File: config.mk
export PLATFORM = sky130hd
export DESIGN_NAME = i2s_clk_div
export DESIGN_NICKNAME = d
export VERILOG_FILES = /design/src/rtl/i2s_pkg.sv /design/src/rtl/i2s_clk_div.sv
export SDC_FILE = /design/constraint.sdc
export NUM_CORES = 1
export LEC_CHECK = 0
export BUFFER_PORTS_ARGS = -buffer_cell sky130_fd_sc_hd__buf_2
export CAP_MARGIN = 20
export CORE_AREA = 2 2 39 41
export CTS_CLUSTER_SIZE = 28
export DETAILED_ROUTE_END_ITERATION = 6
export DIE_AREA = 0 0 41 43
export PLACE_DENSITY_LB_ADDON = 0.3
export SLEW_MARGIN = 10
export SYNTH_ARGS = -nofsm -noshare
export SYNTH_HDL_FRONTEND = slang
export SYNTH_SLANG_ARGS = --single-unit
File: constraint.sdc
create_clock -name mck -period 1.6 [get_ports mck]
set_input_delay 0.16 -clock mck [delete_from_list [all_inputs] [get_ports mck]]
set_output_delay 0.16 -clock mck [all_outputs]
set_load 0.03 [all_outputs]
File: src/rtl/i2s_pkg.sv
// Shared I2S constants: default divider ratios and the lrck channel encoding.
package i2s_pkg;

    localparam int unsigned SCKI_LOG2_DEF = 2;
    localparam int unsigned BCK_LOG2_DEF  = 4;
    localparam int unsigned LRCK_LOG2_DEF = 10;

    localparam logic LRCK_LEFT  = 1'b0;
    localparam logic LRCK_RIGHT = 1'b1;

endpackage

File: src/rtl/i2s_clk_div.sv
// Free-running divider producing scki, bck and lrck from mck as taps of one counter.
// All three outputs are flop bits and should be constrained as generated clocks of mck.
module i2s_clk_div
    import i2s_pkg::*;
#(
    parameter int unsigned SCKI_LOG2 = SCKI_LOG2_DEF,
    parameter int unsigned BCK_LOG2  = BCK_LOG2_DEF,
    parameter int unsigned LRCK_LOG2 = LRCK_LOG2_DEF
) (
    input  logic mck,
    input  logic reset,
    output logic scki,
    output logic bck,
    output logic lrck
);

    if (!(SCKI_LOG2 >= 1 && SCKI_LOG2 < BCK_LOG2 && BCK_LOG2 < LRCK_LOG2)) begin : g_bad_params
        $error("i2s_clk_div: need 1 <= SCKI_LOG2 < BCK_LOG2 < LRCK_LOG2");
    end

    logic [LRCK_LOG2-1:0] count_q;
    logic [LRCK_LOG2-1:0] count_d;

    always_comb begin
        count_d = count_q + {{(LRCK_LOG2-1){1'b0}}, 1'b1};
    end

    always_ff @(posedge mck or negedge reset) begin
        if (!reset) begin
            count_q <= '0;
        end else begin
            count_q <= count_d;
        end
    end

    // Taps are the MSB of each power-of-two sub-count, so every output edge
    // lands on a falling edge of the next-faster clock.
    assign scki = count_q[SCKI_LOG2-1];
    assign bck  = count_q[BCK_LOG2-1];
    assign lrck = count_q[LRCK_LOG2-1];

endmodule

Word level (Yosys, flattened, before mapping)

Index checks and enable logic that the tools add are counted.

Bits in registers: 10
Bits of input ports: 2
Output and inout bits: 3

Add/subtract/negate cells: 1

Operators by type and width:

| cell                                                            | number |
|---|---|
| 10-bit by 1-bit adder with 10-bit output, second input constant | 1 |

Depth between registers and ports, before layout

Gate-level depths: netlist of the first run.

Depth in word-level cells: 1
Mapped depth: 4
Mapped depth without buffers: 4

Least setup slack after synthesis of the first run

No wires, ideal clock.

Kind: register -> register
From: register count_q[1]
To: register count_q[6]
Library setup time: 0.079 ns
Arrival time: 1.175 ns
Data required time: 1.521 ns
Setup slack: 0.346 ns
Cell stages (with the launch flop): 5
Path buffers: 0
Period minus slack after synthesis: 1.254 ns
Path through: dfrtp_1 > ha_1 > nand4_1 > nor2_1 > xor2_1

Longest elaborated chain between the ends: 1

Ends and longest elaborated chain:

| item                                     | line              | RTL |
|---|---|---|
| from (decl)                              | i2s_clk_div.sv:21 | `logic [LRCK_LOG2-1:0] count_q;` |
| from (signal assigned)                   | i2s_clk_div.sv:32 | `count_q <= count_d;` |
| 10-bit by 1-bit adder with 10-bit output | i2s_clk_div.sv:25 | `count_d = count_q + {{(LRCK_LOG2-1){1'b0}}, 1'b1};` |
| named net count_d[6]                     | i2s_clk_div.sv:22 | `logic [LRCK_LOG2-1:0] count_d;` |

The timed path passes the listed nets, and every way through them passes these cells.

Worst setup path in the final report of the first run

From: register count_q[0]
To: register count_q[6]

Same word-level chain as after synthesis.

==> metrics, run 1 <==
final worst path period share=72.02%; Mapped Cells=34; # diodes=0; multiplexer area fraction after synthesis=0%; non-filler cells, final=58; Lkg Pwr=0.2443 nW; # resized after CTS=0; crit path capture type=register; slowest CP cell=dfrtp_1; DRT Wirelength=589 um; drt drc=0; Synth Area in Adders=3.021%; synth unique cells=13; RR Endpoint=count_q[6]$_DFF_PN0_; final setup fails=0; initial core utilization=29.93%; peak supply drop=0.3272 mV; largest net degree at the start of global routing=11; DR iter-0 viols=6; routability cong.=0.6823; #FFs+latches synth=10; Synth Cell Area=414.1 um^2; Yosys top cell area share=60.42%; PwrDens=857.8 mW/mm^2; XOR/XNOR share of the synthesized area=16.92%; post-route ant nets=0; Compound-Gate Fraction of Synth Area=0%; Port Buffers=4; worst path required time=1.78 ns; Overflow after GRT=0; Die Height=43 um; First-pass DRT Iterations=4; slew margin rel.=84.88%; detailed-route vias per instance=4.379; Max-Cap Viols=0; Crit path buffers/inverters=0; largest registers=count_q: 10 flops; initial antenna violation count=0; clock tree buffer depth=2; Die W=41 um; Final Max Tran Viols=0; Core Footprint=0.001384 mm^2; RSZ-0062 raised after global routing=no; Critical Path Start Type=register; placed insts=54; WP data arrival=1.33 ns; CP peak stage delay=0.41 ns; top post-synthesis cells by area=dfrtp_1 60%, xnor2_1 8.5%, xor2_1 8.5%; outcome=complete, no violations; ys async rst share=100.0%; R2R Setup Slk=0.45 ns; skew final=0.001187 ns; Top reg by flops=count_q; Worst Reg-to-Reg Cells=4; achievable frequency=867.8 MHz; critical path type=register to register; hold slack final=0.2982 ns; wire per inst=10.16 um; via total after detailed routing=254; Root Driver=clkbuf_4; clk slew on worst S/H paths=0.06 ns; Top Ports=5; CP Max Fanout=4; minimum clock period after layout=1.152 ns; r2r startpoint=count_q[0]$_DFF_PN0_; global-route wire length before repair=1000 um; crit path cell chain=ha_1 -> nand4_1 -> nor2_1 -> xor2_1; num rows=14; Yosys top cell by area=dfrtp_1; post-detail-place hpwl=454.1 um; die area=0.001763 mm^2; CTS tree=yes; Final Hold Fails=0; crit-path leading delay family=flip-flops; count leader, synth=dfrtp_1; number of synthesized flops with an enable pin=0; Post-synth top flop=dfrtp_1; share of layout cells above drive strength 1=23.81%; hold crit path type=primary input to asynchronous set/reset pin; sequential cell area fraction in the yosys report=60.42%; htree depth=1; Mean Syn Cell Area=12.18 um^2; CTS Sinks=10; Post-Synth Simple-Gate Area=16.92%; slew at the pin with the worst max-slew slack=0.2249 ns; setup_tns=0 ns; number of flip-flops in the largest register=10; largest family of logic cells by synthesized area=simple AND/OR/NAND/NOR gates; syn_nets=37; total CTS buffers=3; YS warnings=0; Clk Latency, worst-skew pair=0.25 ns; Area growth syn-to-layout=17.52%; vias in the first global route=241; Synth top cells by count=10 x dfrtp_1, 4 x xnor2_1, 4 x xor2_1; Nets=47; total track usage=8.850%
logic make-up after synthesis:
family        after synthesis
xor+xnor                    8
fa+ha+maj                   1
buf+inv                     3
flops                      10
simple gates               12
through the flow:
step / setup slack (ns) / area (um^2) / power (mW) / util (%)
2_1_floorplan: 0.3456 / 414.1 / 0.2576 / -
6_report: 0.4476 / 486.7 / 0.4175 / 35.17
3_5_place_dp: 0.4595 / 454.2 / 0.2635 / 32.82
4_1_cts: 0.4464 / 486.7 / 0.4246 / 35.17
5_1_grt: 0.3471 / 486.7 / 0.4393 / 35.17
3_3_place_gp: 0.4947 / 454.2 / 0.2631 / 32.82
worst max-delay path by stage:
| stage | from | end | slack [ns] | cells past startpoint |
|---|---|---|---|---|
| floorplan | count_q[1]$_DFF_PN0_ | count_q[6]$_DFF_PN0_ | 0.35 | 4 |
| global placement | count_q[0]$_DFF_PN0_ | count_q[8]$_DFF_PN0_ | 0.49 | 4 |
| detailed placement | count_q[0]$_DFF_PN0_ | count_q[6]$_DFF_PN0_ | 0.46 | 4 |
| CTS | count_q[0]$_DFF_PN0_ | count_q[6]$_DFF_PN0_ | 0.45 | 4 |
| global route | count_q[0]$_DFF_PN0_ | count_q[6]$_DFF_PN0_ | 0.35 | 4 |
| finish | count_q[0]$_DFF_PN0_ | count_q[6]$_DFF_PN0_ | 0.45 | 4 |
cell usage in the layout (no fill, tap or decap), drive strengths merged:
| cell type | instances |
|---|---|
| buf | 4 |
| clkbuf | 3 |
| dfrtp | 10 |
| dlygate4sd3 | 1 |
| ha | 1 |
| inv | 3 |
| nand2 | 2 |
| nand3 | 4 |
| nand4 | 1 |
| nor2 | 3 |
| nor3 | 1 |
| nor4 | 1 |
| xnor2 | 4 |
| xor2 | 4 |
area by class of cell:
cell class | count | area [um^2]
fill | 146 | 897.1
sequential | 10 | 250.2
multi-input combinational | 21 | 152.6
timing repair buffer | 5 | 30.03
clock buffer | 3 | 22.52
tap | 16 | 20.02
inverter | 3 | 11.26
repair_timing:
item / CTS / global route
endpoints found under the hold margin: 10 / 0
setup endpoints to repair: 0 / 0
hold buffers: 1 / 0
setup buffers: 0 / 0
routing by layer:
metal  GRT usage (%)  wire [um]
met5               0          0
met3           4.712         30
met4           4.000          8
met2           11.88        269
met1           11.41        280
worst register-to-register path, stage by stage (launching register included):
cell,delay (ns)
dfrtp_1,0.41
ha_1,0.24
nand4_1,0.15
nor2_1,0.14
xor2_1,0.15
where the power goes:
part           internal, mW  switching [mW]
clock network        0.0861          0.0712
registers             0.253               0
logic               0.00249         0.00493
(Power assumes the default switching activity.)
==> run 2: changes to the inputs <==
- clock period: 1.6 -> 1 ns (I/O delays scaled with it)
==> run 2 against run 1 <==
Effect of this change: the run now ends with negative setup slack left; maximum frequency is 8.6% higher; clock-buffer cell count is 1 higher; sequential share of layout area down 12 points; via count up 17%; power rose by 87%; core utilization grew 11 points; sequential cell count unchanged; sequential power increased by 60%; combinational power is 62% higher; critical path type unchanged; highest routed layer unchanged.
==> metrics, run 2 (synthesis gave the netlist of run 1 again) <==
P_sw=0.1515 mW; Area growth syn-to-layout=55.89%; num rows=14; largest registers=count_q: 10 flops; placed insts=62; peak supply drop=0.6969 mV; global-route wire length before repair=1345 um; Top Ports=5; total track usage=12.61%; largest net degree at the start of global routing=11; Final Hold Fails=0; final setup margin=-0.06083 ns; Die W=41 um; part of the power in registers=51.8%; final setup fails=4; die area=0.001763 mm^2; CP Max Fanout=4; hold crit path type=primary input to asynchronous set/reset pin; clk slew on worst S/H paths=0.07 ns; crit-path leading delay family=flip-flops; minimum clock period after layout=1.061 ns; share of layout cells above drive strength 1=54.55%; non-filler cells, final=71; total CTS buffers=3; wire per inst=10.87 um; htree depth=1; Max-Cap Viols=0; Critical Path Start Type=register; initial antenna violation count=0; achievable frequency=942.7 MHz; Pwr Total=0.7805 mW; RSZ-0062 raised after global routing=yes; post-detail-place hpwl=545.2 um; Final Util=46.65%; slew at the pin with the worst max-slew slack=0.2184 ns; Final Max Tran Viols=0; Int Power=0.6290 mW; clock tree buffer depth=2; Root Driver=clkbuf_4; Worst Reg-to-Reg Cells=4; number of flip-flops in the largest register=10; worst path required time=1.15 ns; crit path capture type=register; detailed-route vias per instance=4.197; critical path depth=4; CTS Sinks=10; Nets=59; Lkg Pwr=0.3258 nW; DR iter-0 viols=2; slowest CP cell=dfrtp_2; skew final=0.003016 ns; PwrDens=1209 mW/mm^2; failing checks=negative setup slack; crit path cell chain=ha_4 -> nand4_1 -> nor2_1 -> xor2_1; Clk Latency, worst-skew pair=0.26 ns; post-route ant nets=0; leading cell type in the layout, fill and taps excluded=buf_4; First-pass DRT Iterations=2; Port Buffers=4; Sw Share=19.41%; commonest non-fill, non-tap cells in the layout=11 x buf_4, 7 x dfrtp_1, 4 x xor2_1, 4 x xnor2_1; WP data arrival=1.21 ns; Overflow after GRT=0; vias in the first global route=324; critical path type=register to register; dpl cell area=534.3 um^2; Crit path buffers/inverters=0; slew margin rel.=85.33%; DRT Wirelength=772 um; Core Footprint=0.001384 mm^2; Comb power frac=1.5%; final worst path period share=106.1%; Clk pwr share=46.7%; Top reg by flops=count_q; # diodes=0; CP peak stage delay=0.45 ns; routability cong.=0.6649; Die Height=43 um; drt drc=0; initial core utilization=29.93%; CTS tree=yes; outcome=finished with violations; Final Instance Area=645.6 um^2; via total after detailed routing=298
## run 2: cell types whose count changed in the layout (fill, tap and decap cells not counted), sizes merged
cell / delta
buf: +12
clkbuf: +1
## run 2: final cells by class
cell class	count	area (um^2)
timing repair buffer	17	130.1
sequential	10	254.0
fill	131	738.2
clock buffer	4	36.28
inverter	3	11.26
multi-input combinational	21	193.9
tap	16	20.02
## run 2: final timing paths
check	start	end	slack, ns
min in group mck	count_q[9]$_DFF_PN0_	count_q[9]$_DFF_PN0_	0.46
setup reg to reg	count_q[1]$_DFF_PN0_	count_q[6]$_DFF_PN0_	-0.06
hold reg to reg	count_q[9]$_DFF_PN0_	count_q[9]$_DFF_PN0_	0.46
setup / recovery	count_q[1]$_DFF_PN0_	count_q[6]$_DFF_PN0_	-0.06
hold / removal	reset	count_q[5]$_DFF_PN0_	0.23
max in group asynchronous	reset	count_q[3]$_DFF_PN0_	0.56
## run 2: layer usage
metal / up-vias / GRT usage, % / part of all wire, %
met1: 143 / 13.76 / 40
met4: 0 / 12.00 / 2.2
met2: 2 / 17.50 / 56
li1: 151 / - / -
met3: 2 / 4.712 / 2.6
met5: - / 0 / 0
## run 2: metrics by stage
step | worst slack, ns | hold WS, ns | TNS, ns
finish | -0.06083 | 0.2251 | -0.1280
global placement | -0.05992 | -0.03569 | -0.1347
floorplan | -0.09772 | -0.1956 | -0.2445
detailed placement | -0.06501 | -0.02203 | -0.1634
CTS | -0.05253 | 0.2280 | -0.1872
global route | -0.1119 | 0.2535 | -0.4077
## run 2: timing repair
action                     CTS  global route
hold endpoints to repair    10             0
hold buffers                 1             0
pin swaps                    2             6
setup endpoints to repair    5             6
setup buffers                1             3
gates resized for setup      5             3
## run 2: power groups by stage
stage | logic [mW] | clock network, mW | registers [mW]
after floorplan | 0.0000000812 | 0 | 0.412
after global placement | 0.00907 | 0 | 0.412
after detailed placement | 0.0102 | 0 | 0.412
after CTS | 0.0132 | 0.383 | 0.404
after global routing | 0.0144 | 0.398 | 0.404
final | 0.0120 | 0.364 | 0.404
